## config.mk

```make
export PLATFORM = sky130hd
export DESIGN_NAME = territory_ranker_flat
export DESIGN_NICKNAME = d
export VERILOG_FILES = /design/src/rtl/tron_pkg.sv /design/src/rtl/territory_ranker_if.sv /design/src/rtl/rank_cmp_swap.sv /design/src/rtl/territory_ranker.sv /design/src/flat_wrapper.sv
export SDC_FILE = /design/constraint.sdc
export NUM_CORES = 1
export LEC_CHECK = 0
export ABC_AREA = 1
export BUFFER_PORTS_ARGS = -buffer_cell sky130_fd_sc_hd__buf_2
export CORE_MARGIN = 3
export CORE_UTILIZATION = 39
export CTS_CLUSTER_DIAMETER = 120
export DETAILED_ROUTE_END_ITERATION = 8
export GPL_TIMING_DRIVEN = 1
export PLACE_DENSITY = 0.61
export SYNTH_ARGS = -nofsm -noshare
export SYNTH_HDL_FRONTEND = slang
export SYNTH_SLANG_ARGS = --single-unit
```

## constraint.sdc

```tcl
create_clock -name CLOCK_50 -period 7.6 [get_ports CLOCK_50]
set_input_delay 1.52 -clock CLOCK_50 [delete_from_list [all_inputs] [get_ports CLOCK_50]]
set_output_delay 1.52 -clock CLOCK_50 [all_outputs]
set_load 0.05 [all_outputs]
```

## src/rtl/tron_pkg.sv

```systemverilog
// Shared constants, state encoding and colour lookup for the round-end
// territory ranking logic.
package tron_pkg;

    localparam int PLAYER_ID_W = 2;
    localparam int COUNT_W     = 15;

    localparam logic [2:0] COL_P1 = 3'b001;
    localparam logic [2:0] COL_P2 = 3'b010;
    localparam logic [2:0] COL_P3 = 3'b100;
    localparam logic [2:0] COL_P4 = 3'b110;

    typedef enum logic [1:0] {
        ST_IDLE = 2'd0,
        ST_SORT = 2'd1,
        ST_DONE = 2'd2
    } rank_state_e;

    function automatic logic [2:0] id_to_colour(input logic [PLAYER_ID_W-1:0] id);
        logic [2:0] col;
        case (id)
            2'd0:    col = COL_P1;
            2'd1:    col = COL_P2;
            2'd2:    col = COL_P3;
            default: col = COL_P4;
        endcase
        return col;
    endfunction

endpackage

```

## src/rtl/territory_ranker_if.sv

```systemverilog
// Bundle of the ranking request (start + counts) and the ranking result,
// shared between the round controller and the ranker.
interface territory_ranker_if #(
    parameter int COUNT_W  = 15,
    parameter int COLOUR_W = 3
);
    logic                    start;
    logic [COUNT_W-1:0]      p1_count;
    logic [COUNT_W-1:0]      p2_count;
    logic [COUNT_W-1:0]      p3_count;
    logic [COUNT_W-1:0]      p4_count;
    logic [4*COLOUR_W-1:0]   ordered_colours;
    logic [7:0]              ranked_ids;
    logic [COUNT_W-1:0]      winner_count;
    logic                    busy;
    logic                    done_ordering;

    modport master (
        output start, p1_count, p2_count, p3_count, p4_count,
        input  ordered_colours, ranked_ids, winner_count, busy, done_ordering
    );

    modport slave (
        input  start, p1_count, p2_count, p3_count, p4_count,
        output ordered_colours, ranked_ids, winner_count, busy, done_ordering
    );
endinterface

```

## src/rtl/rank_cmp_swap.sv

```systemverilog
// One compare-exchange cell: orders two (count, id) entries so the better
// ranked entry comes out first. Ties on count go to the lower player id.
module rank_cmp_swap
    import tron_pkg::*;
#(
    parameter int CNT_W = 15
) (
    input  logic [CNT_W-1:0]       lo_count_i,
    input  logic [PLAYER_ID_W-1:0] lo_id_i,
    input  logic [CNT_W-1:0]       hi_count_i,
    input  logic [PLAYER_ID_W-1:0] hi_id_i,
    output logic [CNT_W-1:0]       first_count_o,
    output logic [PLAYER_ID_W-1:0] first_id_o,
    output logic [CNT_W-1:0]       second_count_o,
    output logic [PLAYER_ID_W-1:0] second_id_o
);
    logic [CNT_W+PLAYER_ID_W-1:0] lo_key;
    logic [CNT_W+PLAYER_ID_W-1:0] hi_key;
    logic                         swap;

    // Inverting the id in the low bits makes keys unique and favours lower ids.
    assign lo_key = {lo_count_i, 2'd3 - lo_id_i};
    assign hi_key = {hi_count_i, 2'd3 - hi_id_i};
    assign swap   = hi_key > lo_key;

    assign first_count_o  = swap ? hi_count_i : lo_count_i;
    assign first_id_o     = swap ? hi_id_i    : lo_id_i;
    assign second_count_o = swap ? lo_count_i : hi_count_i;
    assign second_id_o    = swap ? lo_id_i    : hi_id_i;
endmodule

```

## src/rtl/territory_ranker.sv

```systemverilog
// Captures the four player counts on start and ranks them with a 5-step
// compare-exchange network, one step per clock, reusing a single swap cell.
module territory_ranker #(
    parameter int COUNT_W  = 15,
    parameter int COLOUR_W = 3
) (
    input  logic                CLOCK_50,
    input  logic                resetn,
    territory_ranker_if.slave   bus
);
    import tron_pkg::*;

    localparam logic [1:0] IDLE = 2'(ST_IDLE);
    localparam logic [1:0] SORT = 2'(ST_SORT);
    localparam logic [1:0] DONE = 2'(ST_DONE);
    localparam logic [2:0] LAST_STEP = 3'd4;

    logic [1:0]             state_q, state_d;
    logic [2:0]             step_q, step_d;
    logic [COUNT_W-1:0]     cnt_q [4];
    logic [COUNT_W-1:0]     cnt_d [4];
    logic [PLAYER_ID_W-1:0] id_q  [4];
    logic [PLAYER_ID_W-1:0] id_d  [4];

    logic [1:0]             slot_lo, slot_hi;
    logic [COUNT_W-1:0]     first_count, second_count;
    logic [PLAYER_ID_W-1:0] first_id, second_id;

    always_comb begin
        slot_lo = 2'd1;
        slot_hi = 2'd2;
        case (step_q)
            3'd0:    begin slot_lo = 2'd0; slot_hi = 2'd1; end
            3'd1:    begin slot_lo = 2'd2; slot_hi = 2'd3; end
            3'd2:    begin slot_lo = 2'd0; slot_hi = 2'd2; end
            3'd3:    begin slot_lo = 2'd1; slot_hi = 2'd3; end
            default: begin slot_lo = 2'd1; slot_hi = 2'd2; end
        endcase
    end

    rank_cmp_swap #(.CNT_W(COUNT_W)) u_cmp_swap (
        .lo_count_i     (cnt_q[slot_lo]),
        .lo_id_i        (id_q[slot_lo]),
        .hi_count_i     (cnt_q[slot_hi]),
        .hi_id_i        (id_q[slot_hi]),
        .first_count_o  (first_count),
        .first_id_o     (first_id),
        .second_count_o (second_count),
        .second_id_o    (second_id)
    );

    always_comb begin
        state_d = state_q;
        step_d  = step_q;
        cnt_d   = cnt_q;
        id_d    = id_q;
        case (state_q)
            SORT: begin
                cnt_d[slot_lo] = first_count;
                id_d[slot_lo]  = first_id;
                cnt_d[slot_hi] = second_count;
                id_d[slot_hi]  = second_id;
                step_d         = step_q + 3'd1;
                if (step_q == LAST_STEP) begin
                    state_d = DONE;
                end
            end
            default: begin
                if (bus.start) begin
                    state_d  = SORT;
                    step_d   = 3'd0;
                    cnt_d[0] = bus.p1_count;
                    cnt_d[1] = bus.p2_count;
                    cnt_d[2] = bus.p3_count;
                    cnt_d[3] = bus.p4_count;
                    id_d[0]  = 2'd0;
                    id_d[1]  = 2'd1;
                    id_d[2]  = 2'd2;
                    id_d[3]  = 2'd3;
                end
            end
        endcase
    end

    always_ff @(posedge CLOCK_50 or negedge resetn) begin
        if (!resetn) begin
            state_q <= IDLE;
            step_q  <= 3'd0;
            for (int i = 0; i < 4; i++) begin
                cnt_q[i] <= '0;
                id_q[i]  <= '0;
            end
        end else begin
            state_q <= state_d;
            step_q  <= step_d;
            cnt_q   <= cnt_d;
            id_q    <= id_d;
        end
    end

    // Results are only exposed while a finished ranking is held.
    always_comb begin
        bus.ordered_colours = '0;
        bus.ranked_ids      = '0;
        bus.winner_count    = '0;
        if (state_q == DONE) begin
            for (int r = 0; r < 4; r++) begin
                bus.ordered_colours[(3-r)*COLOUR_W +: COLOUR_W] = COLOUR_W'(id_to_colour(id_q[r]));
                bus.ranked_ids[(3-r)*2 +: 2] = id_q[r];
            end
            bus.winner_count = cnt_q[0];
        end
    end

    assign bus.busy          = (state_q == SORT);
    assign bus.done_ordering = (state_q == DONE);
endmodule

```

## src/flat_wrapper.sv

```systemverilog
// flat-port wrapper written by rule: the top's interface ports become plain ports
module territory_ranker_flat import tron_pkg::*;
#(
    parameter int COUNT_W  = 15,
    parameter int COLOUR_W = 3
)
  (CLOCK_50, resetn, bus_start, bus_p1_count, bus_p2_count, bus_p3_count, bus_p4_count, bus_ordered_colours, bus_ranked_ids, bus_winner_count, bus_busy, bus_done_ordering);
  territory_ranker_if #(.COUNT_W(COUNT_W), .COLOUR_W(COLOUR_W)) bus_i ();
  input  logic CLOCK_50;
  input  logic resetn;
  input wire logic [$bits(bus_i.start)-1:0] bus_start;
  input wire logic [$bits(bus_i.p1_count)-1:0] bus_p1_count;
  input wire logic [$bits(bus_i.p2_count)-1:0] bus_p2_count;
  input wire logic [$bits(bus_i.p3_count)-1:0] bus_p3_count;
  input wire logic [$bits(bus_i.p4_count)-1:0] bus_p4_count;
  output wire logic [$bits(bus_i.ordered_colours)-1:0] bus_ordered_colours;
  output wire logic [$bits(bus_i.ranked_ids)-1:0] bus_ranked_ids;
  output wire logic [$bits(bus_i.winner_count)-1:0] bus_winner_count;
  output wire logic [$bits(bus_i.busy)-1:0] bus_busy;
  output wire logic [$bits(bus_i.done_ordering)-1:0] bus_done_ordering;
  assign bus_i.start = bus_start;
  assign bus_i.p1_count = bus_p1_count;
  assign bus_i.p2_count = bus_p2_count;
  assign bus_i.p3_count = bus_p3_count;
  assign bus_i.p4_count = bus_p4_count;
  assign bus_ordered_colours = bus_i.ordered_colours;
  assign bus_ranked_ids = bus_i.ranked_ids;
  assign bus_winner_count = bus_i.winner_count;
  assign bus_busy = bus_i.busy;
  assign bus_done_ordering = bus_i.done_ordering;
  territory_ranker #(.COUNT_W(COUNT_W), .COLOUR_W(COLOUR_W)) u_core (.CLOCK_50(CLOCK_50), .resetn(resetn), .bus(bus_i));
endmodule
```

==> summary.json <==
{
  "start_util": 0.4015,
  "synth-seq-cells": 73,
  "die_width_um": 128.5,
  "ctsLongestPathBuffers": 2,
  "vias_per_cell": 5.464,
  "path_depth": 25,
  "routed_wirelength_mm": 19.23,
  "core_mm2": 0.01459,
  "number_of_antenna_violations_at_the_first_check_in_global_routing": 0,
  "slew_headroom": 0.2771,
  "yosys.area.top_type": "dfrtp_1",
  "crit_path_top_delay_cell": "inv_2",
  "insertedDiodeCount": 0,
  "die_area_mm2": 0.01652,
  "timing.critical_path.to_type": "flop",
  "timing.setup.critical_path_class": "reg2reg",
  "hold_fix_buffers_at_cts": 0,
  "cap_violations": 0,
  "clk_slew_on_worst_s_h_paths_ns": 0.06,
  "rsz_0062_raised_after_global_routing": "false",
  "tritoncts.num_buffers": 9,
  "timing.hold.worst_path_depth": 2,
  "yosys.area.top_type_share": 0.3119,
  "ff2ff_setup_slack_ns": 2.47,
  "min_period_over_period": 0.6746,
  "cp_data_arrival_time_ns": 5.36,
  "yosys_warnings": 0,
  "antenna_violating_nets_post_route": 0,
  "cts_repair_resize_count": 0,
  "timing.rr.start": "u_core.step_q[1]",
  "hold-path-endpoint": "u_core.cnt_q[31]",
  "core.rowCount": 44,
  "total_negative_setup_slack_ns": 0,
  "dr_total_vias": 6152,
  "flow.area_growth_from_synthesis_pct": 13.86,
  "fmaxAchievable_ghz": 0.1950,
  "routed_wire_length_per_instance_um": 17.08,
  "syn-instance-count": 867,
  "grt_first_pass_wirelength_mm": 30.81,
  "cp_max_fo": 38,
  "min-delay-path-class": "reg2reg",
  "cts_max_level": 3,
  "fin_nets": 1023,
  "setup.worst_path.start_class": "flop",
  "dp_hpwl_mm": 12.74,
  "final.min_clock_period_ns": 5.127,
  "cts.sinks": 73,
  "num_io_pins": 100,
  "start_point_of_the_worst_min_delay_path": "u_core.cnt_q[31]",
  "dp_slack_ns": 2.549,
  "finalWeightedCongestion": 0.8752,
  "yosys-top-cells-area": "dfrtp_1 31%, nand2_1 14%, nand3_1 10%",
  "netlist_area_mm2": 0.005857,
  "globalRoute.totalOverflow": 0,
  "worst_ep_required_time_ns": 7.84,
  "report.final.hold_viol_count": 0,
  "syn_area_per_cell_um2": 6.755,
  "syn_nets": 951,
  "placement.io_buffers": 99,
  "grt_start_max_net_pins": 74,
  "cpPeakStageDelay_ns": 0.48,
  "status": "finished clean",
  "fp.dieH_um": 128.5,
  "regToRegEndpoint": "u_core.cnt_q[42]",
  "finClkSkew_ns": 0.007232,
  "post-route-drc-count": 0,
  "drive_gt1_frac": 0.1752,
  "grt_util_all_layers": 0.2352,
  "r2r.worst_path.cells": 25,
  "slew_violations": 0,
  "synthDistinctLibCells": 38,
  "post-cts-setup-buffers": 0,
  "grt_pass1_vias": 5852,
  "critical_path_buf_inv_count": 4,
  "critPathMostFrequentCell": "nand2_1",
  "drtPass1Iterations": 6,
  "detailed_router_s_first_iteration_violation_count": 512,
  "part_of_the_yosys_area_used_for_sequential_elements": 0.3119,
  "timing_worst_slew_pin_value_ns": 1.078,
  "setup_violations": 0,
  "final.fill_count": 1530,
  "cts_root_buffer": "clkbuf_16",
  "setup_ws_final_ns": 2.473,
  "tritoncts": "done",
  "critical_path.top_delay_family": "simple AND/OR/NAND/NOR gates",
  "clk_latency_ns": 0.35
}
## sequential cells by signal, indices dropped and copies added (netlist names)
signal          flops
u_core.step_q       3
u_core.state_q      2
u_core.id_q         8
u_core.cnt_q       60
## area by class of cell
class | count | area (um^2) | area share
clock buffers | 14 | 264.0 | 0.03959
inverters | 101 | 379.1 | 0.05685
multi-input cells | 646 | 3403 | 0.5103
flip-flops and latches | 73 | 1827 | 0.2739
well taps | 184 | 230.2 | 0.03452
repair buffers | 108 | 565.5 | 0.08480
## tightest hold or removal path: stages (launching register included)
cell     delay [ns]
dfrtp_1        0.35
nand2_1        0.06
nand2_1        0.06
## metal layers
| layer | global-route usage | wire, um |
|---|---|---|
| met1 | 0.3252 | 8779 |
| met2 | 0.3745 | 8660 |
| met3 | 0.03445 | 1361 |
| met4 | 0.08833 | 427 |
| met5 | 0 | 0 |
## cells in the mapped netlist (all sizes together)
| cell | count |
|---|---|
| clkinv | 4 |
| nor3 | 6 |
| o22a | 7 |
| nand4 | 6 |
| a221oi | 1 |
| o31ai | 2 |
| or2 | 1 |
| a22oi | 7 |
| dfrtp | 73 |
| a2bb2oi | 1 |
| nand2 | 221 |
| a21oi | 20 |
| a41oi | 1 |
| clkbuf | 22 |
| o21a | 15 |
| ha | 21 |
| o21ai | 10 |
| a211oi | 3 |
| inv | 97 |
| buf | 25 |
| o211ai | 13 |
| a21o | 13 |
| o22ai | 16 |
| o221ai | 12 |
| nand3 | 145 |
| nor2 | 125 |
## cell families (layout without fill, tap and decap cells)
family | count (synthesis) | in the layout | synth area share
flops | 73 | 73 | 0.3119
fa+ha+maj | 21 | 21 | 0.04486
compound gates | 121 | 121 | 0.1468
buf+inv | 148 | 223 | 0.1098
simple gates | 504 | 504 | 0.3867
## metrics by stage
stage | hold slack, ns | area (um^2) | util | std cells
floorplan | 0.4488 | 5857 | - | 867
global placement | 0.4839 | 6405 | 0.4390 | 1112
detailed placement | 0.4848 | 6405 | 0.4390 | 1112
CTS | 0.5014 | 6669 | 0.4571 | 1126
global route | 0.5432 | 6669 | 0.4571 | 1126
finish | 0.5006 | 6669 | 0.4571 | 1126
## worst max-delay path by stage
| stage | to | slack (ns) | start |
|---|---|---|---|
| floorplan | bus_ordered_colours[0] | 3.51 | u_core.state_q[1] |
| global placement | u_core.cnt_q[42] | 2.71 | u_core.step_q[1] |
| detailed placement | u_core.cnt_q[42] | 2.55 | u_core.step_q[1] |
| CTS | u_core.cnt_q[42] | 2.52 | u_core.step_q[1] |
| global route | u_core.cnt_q[42] | 2.01 | u_core.step_q[1] |
| finish | u_core.cnt_q[42] | 2.47 | u_core.step_q[1] |
## layout by cell type, fill, tap and decap left out, types with 9 or more instances in the layout
cell / n
clkbuf_16: 9
dfrtp_1: 73
o21a_1: 15
a21o_1: 13
nand3_2: 25
buf_4: 10
ha_1: 21
nand2_1: 214
inv_1: 90
o22ai_1: 16
o221ai_1: 12
nand3_1: 120
nor2_1: 121
a21oi_1: 20
buf_2: 98
o21ai_0: 10
o211ai_1: 13
Power is left out: the tool's default activity adds up to more than one toggle a clock period on the data nets, which glitch-free logic cannot reach.
